## src/rtl/block_lock_ctrl_if.sv

```systemverilog
// block_lock_ctrl_if -- header stream in, lock status out.
//   in_encoded_header  [1:0] sync header of the current 66-bit block
//   in_encoded_valid         qualifies in_encoded_header
//   out_block_lock           registered lock status
//   out_slip                 one-cycle request for a one-bit gearbox slip
//   out_decoder_valid        in_encoded_valid delayed one cycle, gated by lock
//   out_hi_ber               high bit-error-rate flag
// master: header source (gearbox side); slave: the lock controller.
interface block_lock_ctrl_if;
    logic [1:0] in_encoded_header;
    logic       in_encoded_valid;
    logic       out_block_lock;
    logic       out_slip;
    logic       out_decoder_valid;
    logic       out_hi_ber;

    modport master (
        output in_encoded_header, in_encoded_valid,
        input  out_block_lock, out_slip, out_decoder_valid, out_hi_ber
    );

    modport slave (
        input  in_encoded_header, in_encoded_valid,
        output out_block_lock, out_slip, out_decoder_valid, out_hi_ber
    );
endinterface

```

## src/rtl/block_lock_ctrl.sv

```systemverilog
// block_lock_ctrl -- 64b/66b block lock state machine.
// Hunts for LOCK_COUNT consecutive valid sync headers, requests a gearbox
// slip on any bad header while hunting, and drops lock when BAD_LIMIT bad
// headers land inside one 64-beat window while locked.
// Ports:
//   clk  sole clock, rising edge
//   rst  asynchronous, active-high reset
//   bus  block_lock_ctrl_if.slave (header in, lock/slip/valid/hi-BER out)
// Optional feature: define BLOCK_LOCK_BER_MONITOR_EN to build the hi-BER
// monitor; otherwise out_hi_ber is tied low and no BER counters exist.
module block_lock_ctrl #(
    parameter int LOCK_COUNT = 64,
    parameter int BAD_LIMIT  = 16,
    parameter int SLIP_WAIT  = 4,
    parameter int BER_WINDOW = 3125
) (
    input  logic             clk,
    input  logic             rst,
    block_lock_ctrl_if.slave bus
);
    localparam int WIN_LEN = 64;
    localparam int HOLD_W  = (SLIP_WAIT < 2) ? 1 : $clog2(SLIP_WAIT + 1);

    typedef enum logic [1:0] {
        HUNT      = 2'd0,
        LOCKED    = 2'd1,
        SLIP_HOLD = 2'd2
    } state_t;

    state_t            r_state, w_state_nxt;
    logic [6:0]        r_good_cnt, w_good_nxt, w_good_inc;
    logic [6:0]        r_win_cnt, w_win_nxt, w_win_inc;
    logic [4:0]        r_bad_cnt, w_bad_nxt, w_bad_cand;
    logic [HOLD_W-1:0] r_hold_cnt, w_hold_nxt, w_hold_inc;
    logic              r_block_lock, r_slip, r_dec_valid;
    logic              w_slip_nxt;
    logic              w_hdr_ok;

    // 01 and 10 are the only legal sync headers.
    assign w_hdr_ok   = bus.in_encoded_header[1] ^ bus.in_encoded_header[0];
    assign w_good_inc = r_good_cnt + 7'd1;
    assign w_win_inc  = r_win_cnt + 7'd1;
    assign w_bad_cand = r_bad_cnt + {4'd0, ~w_hdr_ok};
    assign w_hold_inc = r_hold_cnt + {{(HOLD_W-1){1'b0}}, 1'b1};

    always_comb begin
        w_state_nxt = r_state;
        w_good_nxt  = r_good_cnt;
        w_win_nxt   = r_win_cnt;
        w_bad_nxt   = r_bad_cnt;
        w_hold_nxt  = r_hold_cnt;
        w_slip_nxt  = 1'b0;
        if (bus.in_encoded_valid) begin
            case (r_state)
                HUNT: begin
                    if (w_hdr_ok) begin
                        if (w_good_inc == 7'(LOCK_COUNT)) begin
                            w_state_nxt = LOCKED;
                            w_good_nxt  = '0;
                            w_win_nxt   = '0;
                            w_bad_nxt   = '0;
                        end else begin
                            w_good_nxt = w_good_inc;
                        end
                    end else begin
                        w_slip_nxt  = 1'b1;
                        w_good_nxt  = '0;
                        w_hold_nxt  = '0;
                        w_state_nxt = SLIP_HOLD;
                    end
                end
                SLIP_HOLD: begin
                    // Headers are meaningless while the gearbox settles.
                    if (w_hold_inc == HOLD_W'(SLIP_WAIT)) begin
                        w_state_nxt = HUNT;
                        w_hold_nxt  = '0;
                        w_good_nxt  = '0;
                    end else begin
                        w_hold_nxt = w_hold_inc;
                    end
                end
                LOCKED: begin
                    // Bad-limit test first so a limit hit on the last window
                    // beat still drops lock instead of rolling the window.
                    if (w_bad_cand == 5'(BAD_LIMIT)) begin
                        w_slip_nxt  = 1'b1;
                        w_win_nxt   = '0;
                        w_bad_nxt   = '0;
                        w_hold_nxt  = '0;
                        w_state_nxt = SLIP_HOLD;
                    end else if (w_win_inc == 7'(WIN_LEN)) begin
                        w_win_nxt = '0;
                        w_bad_nxt = '0;
                    end else begin
                        w_win_nxt = w_win_inc;
                        w_bad_nxt = w_bad_cand;
                    end
                end
                default: w_state_nxt = HUNT;
            endcase
        end
    end

    always_ff @(posedge clk or posedge rst) begin
        if (rst) begin
            r_state      <= HUNT;
            r_good_cnt   <= '0;
            r_win_cnt    <= '0;
            r_bad_cnt    <= '0;
            r_hold_cnt   <= '0;
            r_block_lock <= 1'b0;
            r_slip       <= 1'b0;
            r_dec_valid  <= 1'b0;
        end else begin
            r_state      <= w_state_nxt;
            r_good_cnt   <= w_good_nxt;
            r_win_cnt    <= w_win_nxt;
            r_bad_cnt    <= w_bad_nxt;
            r_hold_cnt   <= w_hold_nxt;
            r_block_lock <= (w_state_nxt == LOCKED);
            r_slip       <= w_slip_nxt;
            // Gated by the lock already on the wire, not the one being computed.
            r_dec_valid  <= bus.in_encoded_valid & r_block_lock;
        end
    end

    assign bus.out_block_lock    = r_block_lock;
    assign bus.out_slip          = r_slip;
    assign bus.out_decoder_valid = r_dec_valid;

`ifdef BLOCK_LOCK_BER_MONITOR_EN
    localparam int BW = (BER_WINDOW < 2) ? 1 : $clog2(BER_WINDOW + 1);

    logic [BW-1:0] r_ber_beats, w_ber_beats_inc;
    logic [4:0]    r_ber_bad, w_ber_bad_nxt;
    logic          r_hi_ber;

    assign w_ber_beats_inc = r_ber_beats + BW'(1);

    // Bad-header count saturates at the hi-BER threshold of 16.
    always_comb begin
        w_ber_bad_nxt = r_ber_bad;
        if (!w_hdr_ok && (r_ber_bad != 5'd16))
            w_ber_bad_nxt = r_ber_bad + 5'd1;
    end

    always_ff @(posedge clk or posedge rst) begin
        if (rst) begin
            r_ber_beats <= '0;
            r_ber_bad   <= '0;
            r_hi_ber    <= 1'b0;
        end else if (bus.in_encoded_valid) begin
            if (w_ber_beats_inc == BW'(BER_WINDOW)) begin
                r_hi_ber    <= (w_ber_bad_nxt >= 5'd16);
                r_ber_beats <= '0;
                r_ber_bad   <= '0;
            end else begin
                r_ber_beats <= w_ber_beats_inc;
                r_ber_bad   <= w_ber_bad_nxt;
            end
        end
    end

    assign bus.out_hi_ber = r_hi_ber;
`else
    assign bus.out_hi_ber = 1'b0;
`endif
endmodule
```

## src/flat_wrapper.sv

```systemverilog
// flat-port wrapper written by rule: the top's interface ports become plain ports
module block_lock_ctrl_flat 
#(
    parameter int LOCK_COUNT = 64,
    parameter int BAD_LIMIT  = 16,
    parameter int SLIP_WAIT  = 4,
    parameter int BER_WINDOW = 3125
)
  (clk, rst, bus_in_encoded_header, bus_in_encoded_valid, bus_out_block_lock, bus_out_slip, bus_out_decoder_valid, bus_out_hi_ber);
  block_lock_ctrl_if bus_i ();
  input  logic clk;
  input  logic rst;
  input wire logic [$bits(bus_i.in_encoded_header)-1:0] bus_in_encoded_header;
  input wire logic [$bits(bus_i.in_encoded_valid)-1:0] bus_in_encoded_valid;
  output wire logic [$bits(bus_i.out_block_lock)-1:0] bus_out_block_lock;
  output wire logic [$bits(bus_i.out_slip)-1:0] bus_out_slip;
  output wire logic [$bits(bus_i.out_decoder_valid)-1:0] bus_out_decoder_valid;
  output wire logic [$bits(bus_i.out_hi_ber)-1:0] bus_out_hi_ber;
  assign bus_i.in_encoded_header = bus_in_encoded_header;
  assign bus_i.in_encoded_valid = bus_in_encoded_valid;
  assign bus_out_block_lock = bus_i.out_block_lock;
  assign bus_out_slip = bus_i.out_slip;
  assign bus_out_decoder_valid = bus_i.out_decoder_valid;
  assign bus_out_hi_ber = bus_i.out_hi_ber;
  block_lock_ctrl #(.LOCK_COUNT(LOCK_COUNT), .BAD_LIMIT(BAD_LIMIT), .SLIP_WAIT(SLIP_WAIT), .BER_WINDOW(BER_WINDOW)) u_core (.clk(clk), .rst(rst), .bus(bus_i));
endmodule
```

## config.mk

```make
export PLATFORM = sky130hd
export DESIGN_NAME = block_lock_ctrl_flat
export DESIGN_NICKNAME = d
export VERILOG_FILES = /design/src/rtl/block_lock_ctrl_if.sv /design/src/rtl/block_lock_ctrl.sv /design/src/flat_wrapper.sv
export SDC_FILE = /design/constraint.sdc
export NUM_CORES = 1
export LEC_CHECK = 0
export ABC_AREA = 1
export BUFFER_PORTS_ARGS = -buffer_cell sky130_fd_sc_hd__buf_2
export CAP_MARGIN = 5
export CORE_MARGIN = 3
export CORE_UTILIZATION = 25
export DETAILED_ROUTE_END_ITERATION = 6
export MAX_ROUTING_LAYER = met4
export SYNTH_ARGS = -nofsm -noshare
export SYNTH_HDL_FRONTEND = slang
export SYNTH_SLANG_ARGS = --single-unit
```

## constraint.sdc

```tcl
create_clock -name clk -period 3.5 [get_ports clk]
set_input_delay 0.35 -clock clk [delete_from_list [all_inputs] [get_ports clk]]
set_output_delay 0.35 -clock clk [all_outputs]
set_load 0.02 [all_outputs]
```

==> summary.txt <==
Global routing
  • Overall Global Routing Usage: 8.67%
  • Global route overflow: 0
  • First-pass GRT wire length: 5300 um
  • Largest net degree at the start of global routing: 28
  • Number of global-route vias before repair: 1273
  • Initial antenna violation count: 0

Cells and area
  • Layout cells sized above 1: 10.2%
  • # diodes: 0
  • Fin nets: 248
  • Area grow syn2layout: 8.54%
  • Design area: 1810 um^2

STA
  • Post-Route Skew: 0.00152 ns
  • PnR worst setup slack: 1.42 ns
  • Worst relative slew slack: 30.2%
  • RSZ-0062 raised after global routing: false
  • Final Hold Viols: 0
  • Fmax: 0.480 GHz
  • Final worst path period share: 59.5%
  • Slew Limit Fails: 0
  • Final number of setup-violating endpoints: 0
  • Worst slew pin tran: 1.05 ns
  • Final min period: 2.08 ns
  • Fin Setup TNS: 0 ns

Pwr
  • Internal Power: 0.446 mW
  • Clock power share: 28.7%
  • Comb pwr share: 15.6%
  • VDD IR-drop max: 0.000183 V
  • Static Leak: 0.939 nW
  • Switch share: 29.7%
  • PwrDens: 350 nW/um^2
  • Sequential power share: 55.8%
  • Psw: 0.189 mW

Logic synthesis
  • Mapped Nets: 240
  • Gate Count Post-Synth: 229
  • Post-synth top area share: 40.4%
  • Syn avg cell area: 7.29 um^2
  • Yosys reg bits: 27
  • Synth cell types: 31
  • Ys async rst share: 100%
  • Synth Flop Type: dfrtp_1
  • Mapped cell area: 1670 um^2
  • Post-synth EDFFs: 0
  • Sequential element share of the synthesized area: 40.4%
  • Yosys synthesis warning count: 0
  • Synth area leaders: dfrtp_1 40%, nand2_1 18%, inv_1 6.5%
  • Commonest cells post-synth: 81 x nand2_1, 29 x inv_1, 27 x dfrtp_1, 21 x nor2_1, 16 x nand3_1
  • Most common cell in the netlist: nand2_1
  • Area leader, netlist: dfrtp_1

Clock network
  • Setup Fix Bufs, Post-CTS: 0
  • Total CTS buffers: 3
  • CTS resizes: 0
  • Hold buffers post-CTS: 0
  • Clk_lat worst skew: 0.27 ns
  • Max clock buf depth: 2
  • CTS root buffer: clkbuf_8
  • Clock Sinks: 27
  • CTS H-tree lvls: 1
  • Clock-pin slew on the worst setup and hold paths: 0.09 ns
  • CTS tree: yes

Worst setup path
  • Crit path launch type: input pin
  • CP arrival: 2.26 ns
  • Required time of the critical path: 3.68 ns
  • Crit path max fanout: 9
  • Crit end category: flop
  • WS Path Type: in2reg

Floorplan
  • IO Count: 9
  • Die Y: 87.7 um
  • Overall die width: 87.7 um
  • Core box area: 6420 um^2
  • Initial Util: 26.0%
  • Cell Rows: 29
  • Die area: 7700 um^2

Drt
  • Final WL: 2960 um
  • WL per Instance: 9.46 um
  • Vias per cell: 4.38
  • Detailed Route Iter0 Violations: 33
  • Pre-antenna DRT Iters: 4
  • Detailed-route DRC error count: 0
  • Total number of vias: 1371
  • Final ANT Viol Nets: 0

Place
  • HPWL after DPL: 2260 um
  • I/O Buffers: 7
  • Placed cell areas: 1770 um^2
  • Dpl ws: 1.06 ns
  • Routability-driven placement congestion ratio: 0.837

Flow run
  • Max_cap viols: 0

Worst hold path
  • Min-Delay Path Class: in2async

Status
  • Run status: finished, final reports clean
## per-layer routing
layer,global-route usage [%],wire length (um),part of all wire (%)
met1,10.3,1450,49
met2,14.8,1430,48
met3,2.45,75,2.5
met4,1.39,8,0.27
met5,-,0,0
## worst paths after layout
| check | from | end | slack [ns] | cells after the start |
|---|---|---|---|---|
| min in group clk | bus_in_encoded_valid | u_core.bus.out_decoder_valid | 0.31 | 3 |
| min reg2reg | u_core.bus.out_block_lock | u_core.bus.out_decoder_valid | 0.47 | 2 |
| max in group asynchronous | rst | u_core.r_win_cnt[1] | 2.56 | 2 |
| max | bus_in_encoded_header[0] | u_core.r_bad_cnt[4] | 1.42 | 14 |
| max reg2reg | u_core.r_bad_cnt[0] | u_core.r_bad_cnt[4] | 1.53 | 12 |
| min | rst | u_core.r_good_cnt[4] | 0.31 | 2 |
## final cells by class
cell class                      count  area (um^2)
Multi-Input combinational cell    168          847
Timing Repair Buffer                7         35.0
Clock buffer                        3         41.3
Inverter                           30          113
Sequential cell                    27          676
Clock inverter                      1         5.00
Fill cell                         681         4610
Tap cell                           77         96.3
## state kept, by name (all words and copies together), names as in the netlist
signal / flops
u_core.bus.out_block_lock: 1
u_core.r_bad_cnt: 5
u_core.r_hold_cnt: 3
u_core.r_good_cnt: 7
u_core.r_win_cnt: 7
u_core.bus.out_decoder_valid: 1
u_core.bus.out_slip: 1
u_core.r_state: 2
## worst max-delay path, cell delays in order
cell and delay (ns):
buf_2 0.10, xnor2_1 0.35, ha_1 0.24, ha_1 0.24
nor2_1 0.10, nand3_1 0.09, nor2_1 0.14, nand2_1 0.09
nand2_2 0.18, inv_1 0.08, nand2_1 0.14, nor2_1 0.06
nand2_1 0.06, nand2_1 0.05
## through the flow
step | instances | utilization [%] | hold WS (ns) | total power, mW
6_report | 313 | 28.2 | 0.313 | 0.635
5_1_grt | 313 | 28.2 | 0.336 | 0.675
4_1_cts | 313 | 28.2 | 0.308 | 0.646
3_5_place_dp | 309 | 27.5 | 0.446 | 0.461
3_3_place_gp | 309 | 27.5 | 0.445 | 0.461
2_1_floorplan | 229 | - | 0.403 | 0.440
## layout by cell type (no fill, tap or decap), types with 2 or more instances in the layout
| cell type | synthesis | final |
|---|---|---|
| a21oi_1 | 3 | 3 |
| buf_2 | 1 | 7 |
| clkbuf_8 | 0 | 3 |
| dfrtp_1 | 27 | 27 |
| ha_1 | 6 | 6 |
| inv_1 | 29 | 29 |
| nand2_1 | 81 | 81 |
| nand2_2 | 3 | 3 |
| nand3_1 | 16 | 16 |
| nand4_1 | 4 | 4 |
| nor2_1 | 21 | 21 |
| nor2_2 | 2 | 2 |
| nor2_4 | 2 | 2 |
| nor3_1 | 2 | 2 |
| o21ai_0 | 10 | 10 |
| xnor2_1 | 2 | 2 |
| xor2_1 | 4 | 4 |
## cell families after synthesis
family                     count (synthesis)  share of synthesized area [%]
buffers and inverters                     34                           8.84
xor gates and xnor gates                   6                           3.15
other                                      1                          0.225
DFF                                       27                           40.4
AOI/OAI and AO/OA                         20                           7.72
and+or+nand+nor                          135                           35.1
adders and majority gates                  6                           4.49
## power by group through the flow
stage	registers [mW]	logic, mW	clock network (mW)
floorplan	0.357	0.0829	0
global placement	0.360	0.101	0
detailed placement	0.360	0.101	0
CTS	0.354	0.102	0.191
global route	0.358	0.116	0.201
finish	0.354	0.0988	0.182
Note: power is estimated with default switching activity, not from simulation.
